<file path="src/rtl/gpio_pkg.sv">
// gpio_pkg: shared constants for the gpio block.
//   Register offsets relative to BASE_ADDR, register count and CSR bus widths.
package gpio_pkg;

  localparam int unsigned CSR_AW = 5;
  localparam int unsigned CSR_DW = 8;
  localparam int unsigned MAX_GPIOS = 8;

  // Register offsets from the instance base address
  localparam int unsigned REG_DIR = 0;
  localparam int unsigned REG_OUT = 1;
  localparam int unsigned REG_IN  = 2;
  localparam int unsigned REG_IE  = 3;
  localparam int unsigned REG_IP  = 4;
  localparam int unsigned REG_IEV = 5;
  localparam int unsigned NUM_REGS = 6;

  // Offset of csr_a from base; only meaningful when addr_hit() is true
  function automatic logic [CSR_AW-1:0] addr_offset(input logic [CSR_AW-1:0] a,
                                                    input logic [CSR_AW-1:0] base);
    return a - base;
  endfunction

  // True when csr_a falls inside base .. base+NUM_REGS-1
  function automatic logic addr_hit(input logic [CSR_AW-1:0] a,
                                    input logic [CSR_AW-1:0] base);
    logic [CSR_AW-1:0] off;
    off = a - base;
    return (a >= base) && (off < CSR_AW'(NUM_REGS));
  endfunction

endpackage

</file>
<file path="src/rtl/gpio_sync.sv">
// gpio_sync: WIDTH-bit, STAGES-deep flop chain bringing asynchronous pad
// inputs into the clk domain.
//   clk, rst : clock, asynchronous active-high reset (chain clears to 0)
//   d        : asynchronous input
//   q        : last synchroniser stage
module gpio_sync #(
  parameter int unsigned WIDTH  = 8,
  parameter int unsigned STAGES = 2
) (
  input  logic             clk,
  input  logic             rst,
  input  logic [WIDTH-1:0] d,
  output logic [WIDTH-1:0] q
);

  logic [STAGES-1:0][WIDTH-1:0] chain_q;

  // Shift chain: stage 0 captures the pad, stage STAGES-1 is the safe output
  always_ff @(posedge clk or posedge rst) begin
    if (rst) begin
      chain_q <= '0;
    end else begin
      chain_q <= {chain_q[STAGES-2:0], d};
    end
  end

  assign q = chain_q[STAGES-1];

endmodule

</file>
<file path="src/rtl/gpio.sv">
// gpio: bidirectional GPIO port on the 8-bit CSR bus.
//   Registers (offset from BASE_ADDR): DIR, OUT, IN (RO), IE, IP (RW1C), IEV.
//   clk, rst  : clock, asynchronous active-high reset
//   csr_a     : CSR address;  csr_di : write data;  csr_we : write strobe
//   csr_do    : registered read data (1-cycle latency, 0 outside the map)
//   gpio_in   : asynchronous pad input
//   gpio_out  : pad output data;  gpio_oe : pad output enable (1 = drive)
//   irq       : level interrupt, OR of enabled pending bits
module gpio
  import gpio_pkg::*;
#(
  parameter logic [4:0]  BASE_ADDR   = 5'h0,
  parameter int unsigned NUM_GPIOS   = 8,
  parameter int unsigned SYNC_STAGES = 2
) (
  input  logic                 clk,
  input  logic                 rst,
  input  logic [4:0]           csr_a,
  input  logic [7:0]           csr_di,
  input  logic                 csr_we,
  output logic [7:0]           csr_do,
  input  logic [NUM_GPIOS-1:0] gpio_in,
  output logic [NUM_GPIOS-1:0] gpio_out,
  output logic [NUM_GPIOS-1:0] gpio_oe,
  output logic                 irq
);

  localparam int unsigned N = NUM_GPIOS;

  logic [N-1:0] dir_q;
  logic [N-1:0] out_q;
  logic [N-1:0] ie_q;
  logic [N-1:0] ip_q;
  logic [N-1:0] iev_q;
  logic [N-1:0] prev_q;
  logic [N-1:0] in_s;

  logic [N-1:0] wdata;
  logic [N-1:0] rise;
  logic [N-1:0] fall;
  logic [N-1:0] ev;
  logic [N-1:0] clr;

  logic         hit;
  logic [4:0]   offset;
  logic         we_dir;
  logic         we_out;
  logic         we_ie;
  logic         we_ip;
  logic         we_iev;
  logic [7:0]   rdata;

  // Pad input synchroniser
  gpio_sync #(
    .WIDTH  (N),
    .STAGES (SYNC_STAGES)
  ) u_sync (
    .clk (clk),
    .rst (rst),
    .d   (gpio_in),
    .q   (in_s)
  );

  // Address decode and write strobes; bits at NUM_GPIOS and above are dropped
  always_comb begin
    hit    = addr_hit(csr_a, BASE_ADDR);
    offset = addr_offset(csr_a, BASE_ADDR);
    wdata  = csr_di[N-1:0];
    we_dir = 1'b0;
    we_out = 1'b0;
    we_ie  = 1'b0;
    we_ip  = 1'b0;
    we_iev = 1'b0;
    if (csr_we && hit) begin
      we_dir = (offset == 5'(REG_DIR));
      we_out = (offset == 5'(REG_OUT));
      we_ie  = (offset == 5'(REG_IE));
      we_ip  = (offset == 5'(REG_IP));
      we_iev = (offset == 5'(REG_IEV));
    end
  end

  // Edge detect on the synchronised input, selected per pin by IEV
  always_comb begin
    rise = in_s & ~prev_q;
    fall = ~in_s & prev_q;
    ev   = (iev_q & fall) | (~iev_q & rise);
    clr  = we_ip ? wdata : '0;
  end

  // Read mux: pins zero-extended to the bus width, unmapped reads return 0
  always_comb begin
    rdata = 8'h00;
    if (hit) begin
      case (offset)
        5'(REG_DIR): rdata = 8'(dir_q);
        5'(REG_OUT): rdata = 8'(out_q);
        5'(REG_IN):  rdata = 8'(in_s);
        5'(REG_IE):  rdata = 8'(ie_q);
        5'(REG_IP):  rdata = 8'(ip_q);
        5'(REG_IEV): rdata = 8'(iev_q);
        default:     rdata = 8'h00;
      endcase
    end
  end

  // Control registers
  always_ff @(posedge clk or posedge rst) begin
    if (rst) begin
      dir_q <= '0;
      out_q <= '0;
      ie_q  <= '0;
      iev_q <= '0;
    end else begin
      if (we_dir) dir_q <= wdata;
      if (we_out) out_q <= wdata;
      if (we_ie)  ie_q  <= wdata;
      if (we_iev) iev_q <= wdata;
    end
  end

  // Sticky pending bits: a new event in the clearing cycle survives the clear
  always_ff @(posedge clk or posedge rst) begin
    if (rst) begin
      ip_q   <= '0;
      prev_q <= '0;
    end else begin
      ip_q   <= (ip_q & ~clr) | ev;
      prev_q <= in_s;
    end
  end

  // Registered read data; sampled before any same-cycle write lands
  always_ff @(posedge clk or posedge rst) begin
    if (rst) begin
      csr_do <= 8'h00;
    end else begin
      csr_do <= rdata;
    end
  end

  assign gpio_out = out_q;
  assign gpio_oe  = dir_q;
  // Pure OR of flops, so no combinational path from the pads
  assign irq      = |(ip_q & ie_q);

endmodule

</file>
<file path="config.mk">
export PLATFORM = sky130hd
export DESIGN_NAME = gpio
export DESIGN_NICKNAME = d
export VERILOG_FILES = /design/src/rtl/gpio_pkg.sv /design/src/rtl/gpio_sync.sv /design/src/rtl/gpio.sv
export SDC_FILE = /design/constraint.sdc
export NUM_CORES = 1
export LEC_CHECK = 0
export CORE_MARGIN = 5
export CORE_UTILIZATION = 30
export CTS_CLUSTER_DIAMETER = 120
export DETAILED_ROUTE_END_ITERATION = 16
export SLEW_MARGIN = 0
export SYNTH_ARGS = -nofsm -noshare
export SYNTH_HDL_FRONTEND = slang
export SYNTH_SLANG_ARGS = --single-unit
</file>
<file path="constraint.sdc">
create_clock -name clk -period 3.3 [get_ports clk]
set_input_delay 0.33 -clock clk [delete_from_list [all_inputs] [get_ports clk]]
set_output_delay 0.33 -clock clk [all_outputs]
set_load 0.02 [all_outputs]
</file>
==> run_results.csv, run 1 <==
group,metric,value,unit
grt,track_usage,12.39,%
grt,overflow,0,
floorplan,num_io_pins,49,
job,maxCapViolCount,0,
finish,fin_area,3881,um2
sta,grt_setup_unrepaired,"false",
pwr,finalPower,2.332,mW
finish,final_util,39.89,%
clock_tree,cts_buffers,9,
clock_tree,cts_resized,0,
route,routed_wl,7016,um
sta,setup_slack,1.160,ns
sta,worst_clock_skew,0.007735,ns
place,dp_hpwl,4906,um
setup_path,end_kind,"register",
clock_tree,cts-root-buf,"clkbuf_8",
pwr,p_per_area,601.0,nW/um2
yosys,synth_area_leader_cell,"dfrtp_1",
yosys,netlist_instances,215,
hold_path,holdPathEnd,"u_sync.q[2]",
floorplan,die-area,12060,um2
finish,final_nets,295,
clock_tree,cts_hold_buffers,0,
setup_path,r2r_start,"gpio_oe[5]",
pwr,p_leak,1.677,nW
hold_path,min_path_cells,0,
setup_path,crit_path_top_delay_cell,"clkdlybuf4s50_1",
pwr,max-vdd-ir-drop,0.2634,mV
sta,worstMarginPinSlew,0.8488,ns
place,dp_slack,0.8034,ns
place,io_buffers,48,
route,wl_met1,3355,um
clock_tree,cts_htree_levels,3,
yosys,synth-seq-area-share,60.25,%
setup_path,worstPathMaxFanout,15,
route,wl_met2,3172,um
route,route.detailed.drc,0,
setup_path,cp-start-kind,"input port",
sta,tns,0,ns
sta,relSlewSlack,43.33,%
setup_path,crit_path_start,"csr_a[1]",
route,viasPerCell,4.853,
yosys,avgSynthCellArea,13.91,um2
setup_path,critical_path_buf_inv_count,1,
setup_path,rr_worst_depth,3,
setup_path,crit_chain,"clkdlybuf4s50_1 > nor2b_1 > nand2_1 > mux2_1",
setup_path,r2r_slack,2.15,ns
route,ant_nets,0,
yosys,synth.area.top_cells,"dfrtp_1 (60%), mux2_2 (8.7%), mux2_4 (4.0%)",
grt,grt_max_degree,43,
setup_path,cp_num_cells,4,
floorplan,core_area,9729,um2
route,top_layer_used,"met4",
clock_tree,clk_latency,0.35,ns
floorplan,die_w,109.8,um
yosys,synth_flop_cell,"dfrtp_1",
setup_path,path_delay_family,"buffers and inverters",
yosys,yosysUniqueCellTypes,38,
sta,setup_viol_count_final,0,
hold_path,hold_start,"u_sync.chain_q[2]",
place,placed_cell_area,3627,um2
route,vias,1985,
yosys,ys.warnings.count,0,
sta,min_period_over_period,64.84,%
floorplan,num_rows,36,
hold_path,hp-class,"register to register",
grt,grt_pass1_wl,11130,um
setup_path,timing.rr.end,"csr_do[5]",
grt,grt_pass1_vias,2081,
finish,area_growth,29.79,%
yosys,synth.most_common_cell,"dfrtp_1",
setup_path,max_stage_delay,0.87,ns
clock_tree,clock-sinks,72,
setup_path,crit_arrival,2.38,ns
sta,hold_viol_final,0,
finish,antenna_cells,0,
floorplan,die-height,109.8,um
yosys,synth_commonest_cells,"dfrtp_1 (72), mux2_2 (23), nor2_1 (15), nand2_1 (12)",
clock_tree,path_clk_slew,0.07,ns
yosys,ys_ff_latch,72,
finish,layout-drive-gt1-share,22.10,%
grt,antenna_found_initial,0,
sta,max_freq,0.4673,GHz
yosys,netlist_area,2990,um2
clock_tree,clockBufferDepth,2,
yosys,synth_edf_count,0,
yosys,async_flop_share,100.0,%
setup_path,cp_data_required_time,3.54,ns
yosys,synth_top_area_share,60.25,%
route,wl_per_cell,17.15,um
floorplan,start_util,30.74,%
sta,report.final.slew_viol_count,0,
route,drt_iter0_drc,75,
place,gp_congestion,0.7875,
route,first_pass_iters,4,
route,route.met3.wl,367,um
clock_tree,tritoncts,"yes",
setup_path,path_class,"input port to register",
yosys,syn_nets,239,
sta,fin_crit,2.140,ns
run_status,outcome,"finished clean",
clock_tree,cts_setup_buffers,0,
## worst reg2reg max path: stages, from the launching register on
cell and delay, ns:
dfrtp_1 0.41, mux2_2 0.28, a32oi_1 0.15, o211ai_1 0.16
## power by group
group | switching, mW | total (mW) | internal [mW] | leakage (nW)
combinational | 0.179 | 0.403 | 0.224 | 0.682
clock | 0.323 | 0.865 | 0.542 | 0.126
sequential | 0.0823 | 1.06 | 0.982 | 0.869
total | 0.584 | 2.33 | 1.75 | 1.68
## cell type report
type | instances | area, um2
Tap cell | 133 | 166.4
Multi-Input combinational cell | 129 | 1115
Clock buffer | 11 | 151.4
Clock inverter | 5 | 102.6
Fill cell | 937 | 5848
Inverter | 5 | 18.77
Sequential cell | 72 | 1802
Timing Repair Buffer | 54 | 525.5
## worst max-delay path by stage
stage | to | slack [ns]
finish | ie_q[3] | 1.16
global placement | gpio_oe[3] | 0.79
global route | ie_q[3] | 1.09
CTS | gpio_oe[6] | 1.19
floorplan | csr_do[0] | 1.15
detailed placement | gpio_oe[2] | 0.80
## cells in the final DEF (no fill, tap or decap), types with 2 or more instances in the layout
cell / instances
a22oi_1: 5
mux2i_1: 10
nand4_1: 2
mux2_4: 8
mux2_2: 23
inv_1: 4
a311o_1: 2
nand3_1: 10
and3_1: 2
o22ai_1: 5
nand2_1: 12
bufinv_16: 3
clkbuf_8: 11
nor3b_1: 2
a221o_1: 7
clkdlybuf4s50_1: 48
nor2b_1: 2
mux2_1: 3
nor2_1: 15
a2bb2oi_1: 2
buf_4: 6
dfrtp_1: 72
mux4_2: 3
## flip-flops by register name (all words and copies together) (netlist names)
register / cells
gpio_out: 8
ip_q: 8
gpio_oe: 8
prev_q: 8
iev_q: 8
u_sync.chain_q: 8
ie_q: 8
u_sync.q: 8
csr_do: 8
## layer usage
layer	vias to the layer above	global-route usage [%]
met5	-	0
met4	0	4.541
met3	15	4.169
met2	55	18.63
met1	1007	16.56
li1	908	-
## cells by family after synthesis
family                 count (synthesis)  synth area share [%]
AOI/OAI and AO/OA                     25                 6.988
buffers and inverters                 14                 2.469
DFF                                   72                 60.25
muxes                                 47                 19.41
and+or+nand+nor                       57                 10.88
## through the flow
stage          instances  hold slack (ns)
3_3_place_gp         393           0.3315
4_1_cts              409           0.3520
2_1_floorplan        215           0.3312
6_report             409           0.3494
3_5_place_dp         393           0.3347
5_1_grt              409           0.3572
Note: power is estimated with default switching activity, not from simulation.
==> inputs of run 2 (changes only) <==
==> constraint.sdc (replaced) <==
create_clock -name clk -period 1.75 [get_ports clk]
set_input_delay 0.175 -clock clk [delete_from_list [all_inputs] [get_ports clk]]
set_output_delay 0.175 -clock clk [all_outputs]
set_load 0.02 [all_outputs]
==> run_results.csv, run 2 (synthesized netlist as in run 1, its figures left out) <==
group,metric,value,unit
grt,grt_pass1_wl,11710,um
route,routed_wl,7156,um
finish,fillCellCount,966,
grt,antenna_found_initial,0,
setup_path,end_kind,"output pin",
route,viasPerCell,4.717,
job,maxCapViolCount,0,
finish,area_growth,36.11,%
floorplan,die_w,109.8,um
route,first_pass_iters,4,
grt,track_usage,12.88,%
floorplan,start_util,30.74,%
place,io_buffers,48,
clock_tree,tritoncts,"yes",
route,wl_per_cell,16.49,um
clock_tree,clk_latency,0.35,ns
hold_path,hp-class,"input port to async pin",
setup_path,crit_path_start,"ie_q[1]",
clock_tree,cts-root-buf,"clkbuf_8",
pwr,max-vdd-ir-drop,0.4669,mV
sta,report.final.slew_viol_count,0,
sta,grt_setup_unrepaired,"false",
finish,final_util,41.83,%
floorplan,num_rows,36,
place,dp_hpwl,5299,um
sta,relSlewSlack,73.04,%
clock_tree,cts_htree_levels,3,
setup_path,crit_arrival,1.45,ns
clock_tree,path_clk_slew,0.08,ns
sta,min_period_over_period,92.94,%
setup_path,cp-start-kind,"register",
grt,overflow,0,
setup_path,worstPathMaxFanout,3,
setup_path,crit_chain,"a22oi_2 > nand4_1 > clkdlybuf4s15_1",
clock_tree,clockBufferDepth,2,
clock_tree,clock-sinks,72,
grt,grt_pass1_vias,2189,
pwr,p_per_area,1044,nW/um2
place,gp_congestion,0.8109,
finish,final_cell_mix,"dfrtp_1 (72), clkdlybuf4s50_1 (47), buf_4 (29)",
setup_path,timing.rr.end,"csr_do[1]",
setup_path,crit_path_top_delay_cell,"dfrtp_1",
floorplan,die-area,12060,um2
grt,grt_max_degree,32,
setup_path,r2r_start,"u_sync.q[1]",
setup_path,crit_end,"irq",
sta,hold_viol_final,0,
finish,layout-drive-gt1-share,28.57,%
route,route.detailed.drc,0,
sta,fin_crit,1.626,ns
sta,worst_clock_skew,0.006724,ns
finish,antenna_cells,0,
setup_path,cp_data_required_time,1.57,ns
route,vias,2047,
run_status,outcome,"finished clean",
floorplan,num_io_pins,49,
clock_tree,cts_buffers,9,
finish,mostFrequentLayoutCell,"dfrtp_1",
sta,setup_viol_count_final,0,
clock_tree,cts_hold_buffers,0,
clock_tree,cts_setup_buffers,0,
sta,worstMarginPinSlew,0.4036,ns
floorplan,core_area,9729,um2
pwr,p_leak,1.781,nW
setup_path,max_stage_delay,0.41,ns
setup_path,path_class,"register to output pin",
setup_path,rr_worst_depth,3,
finish,final_nets,320,
setup_path,r2r_slack,0.59,ns
route,ant_nets,0,
floorplan,die-height,109.8,um
sta,tns,0,ns
route,drt_iter0_drc,55,
sta,max_freq,0.6148,GHz
-- run 2: worst min-delay path by stage --
| stage | startpoint | to |
|---|---|---|
| floorplan | gpio_in[0] | u_sync.chain_q[0] |
| global placement | u_sync.chain_q[5] | u_sync.q[5] |
| detailed placement | u_sync.chain_q[3] | u_sync.q[3] |
| CTS | rst | gpio_out[5] |
| global route | rst | u_sync.q[5] |
| finish | rst | gpio_out[5] |
-- run 2: worst max-delay path, delay by kind of cell (launching register included) --
kind                   cells  cell delay, ns
DFF                        1            0.41
buffers and inverters      1            0.32
AOI/OAI and AO/OA          1            0.23
and+or+nand+nor            1            0.16
-- run 2: timing repair --
item                                   CTS  global route
endpoints found under the hold margin    0             0
gates resized for setup                  2             1
setup endpoints to repair                1             1
-- run 2: layout make-up --
cell class	count	area, um2	share of cell area (%)
timing repair buffer	79	738.2	18.14
tap	133	166.4	4.089
multi-input combinational	129	1120	27.51
inverter	5	22.52	0.5533
sequential	72	1802	44.27
clock buffer	11	141.4	3.474
clock inverter	5	80.08	1.967
-- run 2: layer usage --
metal  routed length, um  vias up  global-route usage, %
met5                   0        -                      0
met4                  59        0                  2.939
met3                 421        8                  4.463
met2                3344       56                  19.97
met1                3331     1029                  17.34
li1                    -      954                      -
-- run 2: power breakdown --
part,internal (mW),switching (mW)
Sequential,1.85,0.158
Clock,0.839,0.603
Combinational,0.452,0.345
Total,3.14,1.11
-- run 2: through the flow --
stage	std cells	area (um2)	power (mW)	hold WS (ns)	setup WS [ns]
6_report	434	4070	4.248	0.1657	0.1235
5_1_grt	434	4070	4.459	0.1793	0.01837
4_1_cts	434	4069	4.314	0.1631	0.03987
3_5_place_dp	418	3844	2.844	0.3347	-0.1636
3_3_place_gp	418	3844	2.830	0.3330	-0.1645
2_1_floorplan	215	2994	2.451	0.2064	0.3624
==> inputs of run 3 (changes only) <==
--- a/config.mk
+++ b/config.mk
@@ -12,4 +12,5 @@
 export SLEW_MARGIN = 0
 export SYNTH_ARGS = -nofsm -noshare
 export SYNTH_HDL_FRONTEND = slang
+export SYNTH_HIERARCHICAL = 1
 export SYNTH_SLANG_ARGS = --single-unit
==> run_results.csv, run 3 <==
group,metric,value,unit
sta,fin_crit,1.669,ns
grt,grt_max_degree,57,
setup_path,cp-start-kind,"input port",
route,first_pass_iters,4,
place,io_buffers,48,
sta,report.final.slew_viol_count,0,
finish,final_util,39.82,%
route,wl_per_cell,17.37,um
finish,area_growth,31.45,%
grt,track_usage,12.40,%
setup_path,end_kind,"register",
clock_tree,cts-root-buf,"clkbuf_8",
yosys,netlist_area,3072,um2
sta,grt_setup_unrepaired,"false",
yosys,synth_area_leader_cell,"dfrtp_1",
sta,worst_clock_skew,0.005775,ns
clock_tree,cts_htree_levels,3,
route,drt_iter0_drc,101,
sta,hold_viol_final,0,
finish,final_nets,316,
pwr,max-vdd-ir-drop,0.3422,mV
finish,mostFrequentLayoutCell,"dfrtp_1",
setup_path,worstPathMaxFanout,6,
clock_tree,cts_resized,3,
yosys,synth_top_area_share,58.66,%
yosys,syn_nets,240,
yosys,ys_ff_latch,72,
yosys,synth.most_common_cell,"dfrtp_1",
floorplan,core_area,10140,um2
clock_tree,cts_hold_buffers,0,
run_status,outcome,"finished clean",
hold_path,hp-class,"input port to async pin",
sta,worstMarginPinSlew,0.4108,ns
pwr,p_leak,1.782,nW
clock_tree,clockBufferDepth,2,
setup_path,path_delay_family,"simple AND/OR/NAND/NOR gates",
sta,setup_viol_count_final,0,
sta,min_period_over_period,95.38,%
route,vias,2061,
yosys,synth_commonest_cells,"dfrtp_1 (72), mux2_2 (24), a22oi_1 (11), nand3_1 (11), mux2i_1 (9)",
route,viasPerCell,4.793,
yosys,netlist_instances,216,
sta,max_freq,0.5991,GHz
clock_tree,clk_latency,0.34,ns
floorplan,start_util,30.30,%
yosys,synth.area.top_cells,"dfrtp_1 (59%), mux2_2 (8.8%), mux2_4 (3.9%)",
route,ant_nets,0,
clock_tree,tritoncts,"yes",
floorplan,die-height,111.2,um
yosys,synth-seq-area-share,58.66,%
yosys,yosysUniqueCellTypes,41,
place,placed_cell_area,3851,um2
floorplan,die-area,12360,um2
finish,fin_area,4038,um2
setup_path,crit_path_top_delay_cell,"clkdlybuf4s50_1",
setup_path,crit_arrival,1.89,ns
job,maxCapViolCount,0,
finish,antenna_cells,0,
clock_tree,clock-sinks,72,
yosys,synth_flop_cell,"dfrtp_1",
finish,final_cell_mix,"dfrtp_1 (72), clkdlybuf4s50_1 (46), buf_4 (28)",
grt,grt_pass1_vias,2129,
floorplan,die_w,111.2,um
floorplan,num_rows,37,
grt,grt_pass1_wl,11740,um
setup_path,critical_path_buf_inv_count,2,
yosys,ys.warnings.count,6,
setup_path,cp_data_required_time,1.97,ns
route,routed_wl,7470,um
place,gp_congestion,0.8975,
route,route.detailed.drc,0,
yosys,synth_edf_count,0,
setup_path,max_stage_delay,0.50,ns
floorplan,num_io_pins,49,
setup_path,path_class,"input port to register",
clock_tree,cts_buffers,9,
sta,relSlewSlack,72.53,%
finish,layout-drive-gt1-share,29.93,%
clock_tree,path_clk_slew,0.07,ns
yosys,avgSynthCellArea,14.22,um2
yosys,async_flop_share,100.0,%
grt,overflow,0,
pwr,p_per_area,994.7,nW/um2
setup_path,crit_chain,"clkdlybuf4s50_1 > or3b_4 > nor3_4 > buf_4 > nand3_1 > a211o_1",
finish,fillCellCount,986,
grt,antenna_found_initial,0,
clock_tree,cts_setup_buffers,0,
place,dp_hpwl,5438,um
[run 3: cell types whose count changed in the layout (fill, tap and decap cells not counted), moves of 5 or more]
cell	delta
nand2_1	-5
and3b_1	+7
a22oi_1	+5
nor3b_1	+6
a211o_1	+6
nor2_1	-12
[run 3: final timing paths]
| check | startpoint | endpoint | slack [ns] | depth (start not counted) |
|---|---|---|---|---|
| setup / recovery | csr_a[3] | ip_q[4] | 0.08 | 6 |
| min in group clk | gpio_in[5] | u_sync/chain_q[5] | 0.26 | 1 |
| hold / removal | rst | u_sync/chain_q[1] | 0.20 | 3 |
| max in group asynchronous | rst | iev_q[7] | 1.26 | 3 |
| setup reg to reg | ip_q[4] | csr_do[4] | 0.65 | 3 |
| hold reg to reg | u_sync/chain_q[6] | u_sync/q[6] | 0.35 | 0 |
[run 3: cells by family after synthesis]
logic type / synth area share [%]
simple gates: 13.12
mux: 15.64
buf+inv: 3.666
compound gates: 8.921
flops: 58.66
[run 3: stage by stage]
step	instances	hold WS (ns)	worst slack, ns	total power [mW]	TNS, ns
after floorplan	216	0.08874	0.2037	2.429	0
after CTS	430	0.1998	0.02030	4.075	0
after global placement	417	0.3324	-0.2521	2.804	-9.672
after detailed placement	417	0.3347	-0.3586	2.819	-10.75
final	430	0.1997	0.08089	4.016	0
after global routing	430	0.2334	0.05516	4.197	0
[run 3: cell type report]
type                            count  area (um2)  area share [%]
Multi-Input combinational cell    129        1167           28.91
Clock buffer                       12       145.1           3.595
Timing Repair Buffer               77       711.9           17.63
Clock inverter                      1       30.03          0.7437
Sequential cell                    72        1802           44.62
Inverter                            3       11.26          0.2789
Tap cell                          136       170.2           4.214
[run 3: layer usage]
| metal | vias to the layer above | wire (um) | track usage [%] | part of all wire, % |
|---|---|---|---|---|
| met1 | 1026 | 3411 | 16.87 | 46 |
| met3 | 13 | 490 | 3.275 | 6.6 |
| li1 | 950 | - | - | - |
| met5 | - | 0 | 0 | 0 |
| met2 | 72 | 3436 | 18.74 | 46 |
| met4 | 0 | 132 | 5.109 | 1.8 |
[run 3: where the power goes]
group	total (mW)	internal (mW)	switching (mW)
logic	0.775	0.433	0.342
registers	2.01	1.85	0.153
clock network	1.24	0.675	0.560
[run 3: worst reg2reg max path, stage by stage, from the launching register on]
cell and delay (ns):
dfrtp_1 0.42, a22oi_1 0.18, o22ai_1 0.10, a221o_1 0.28
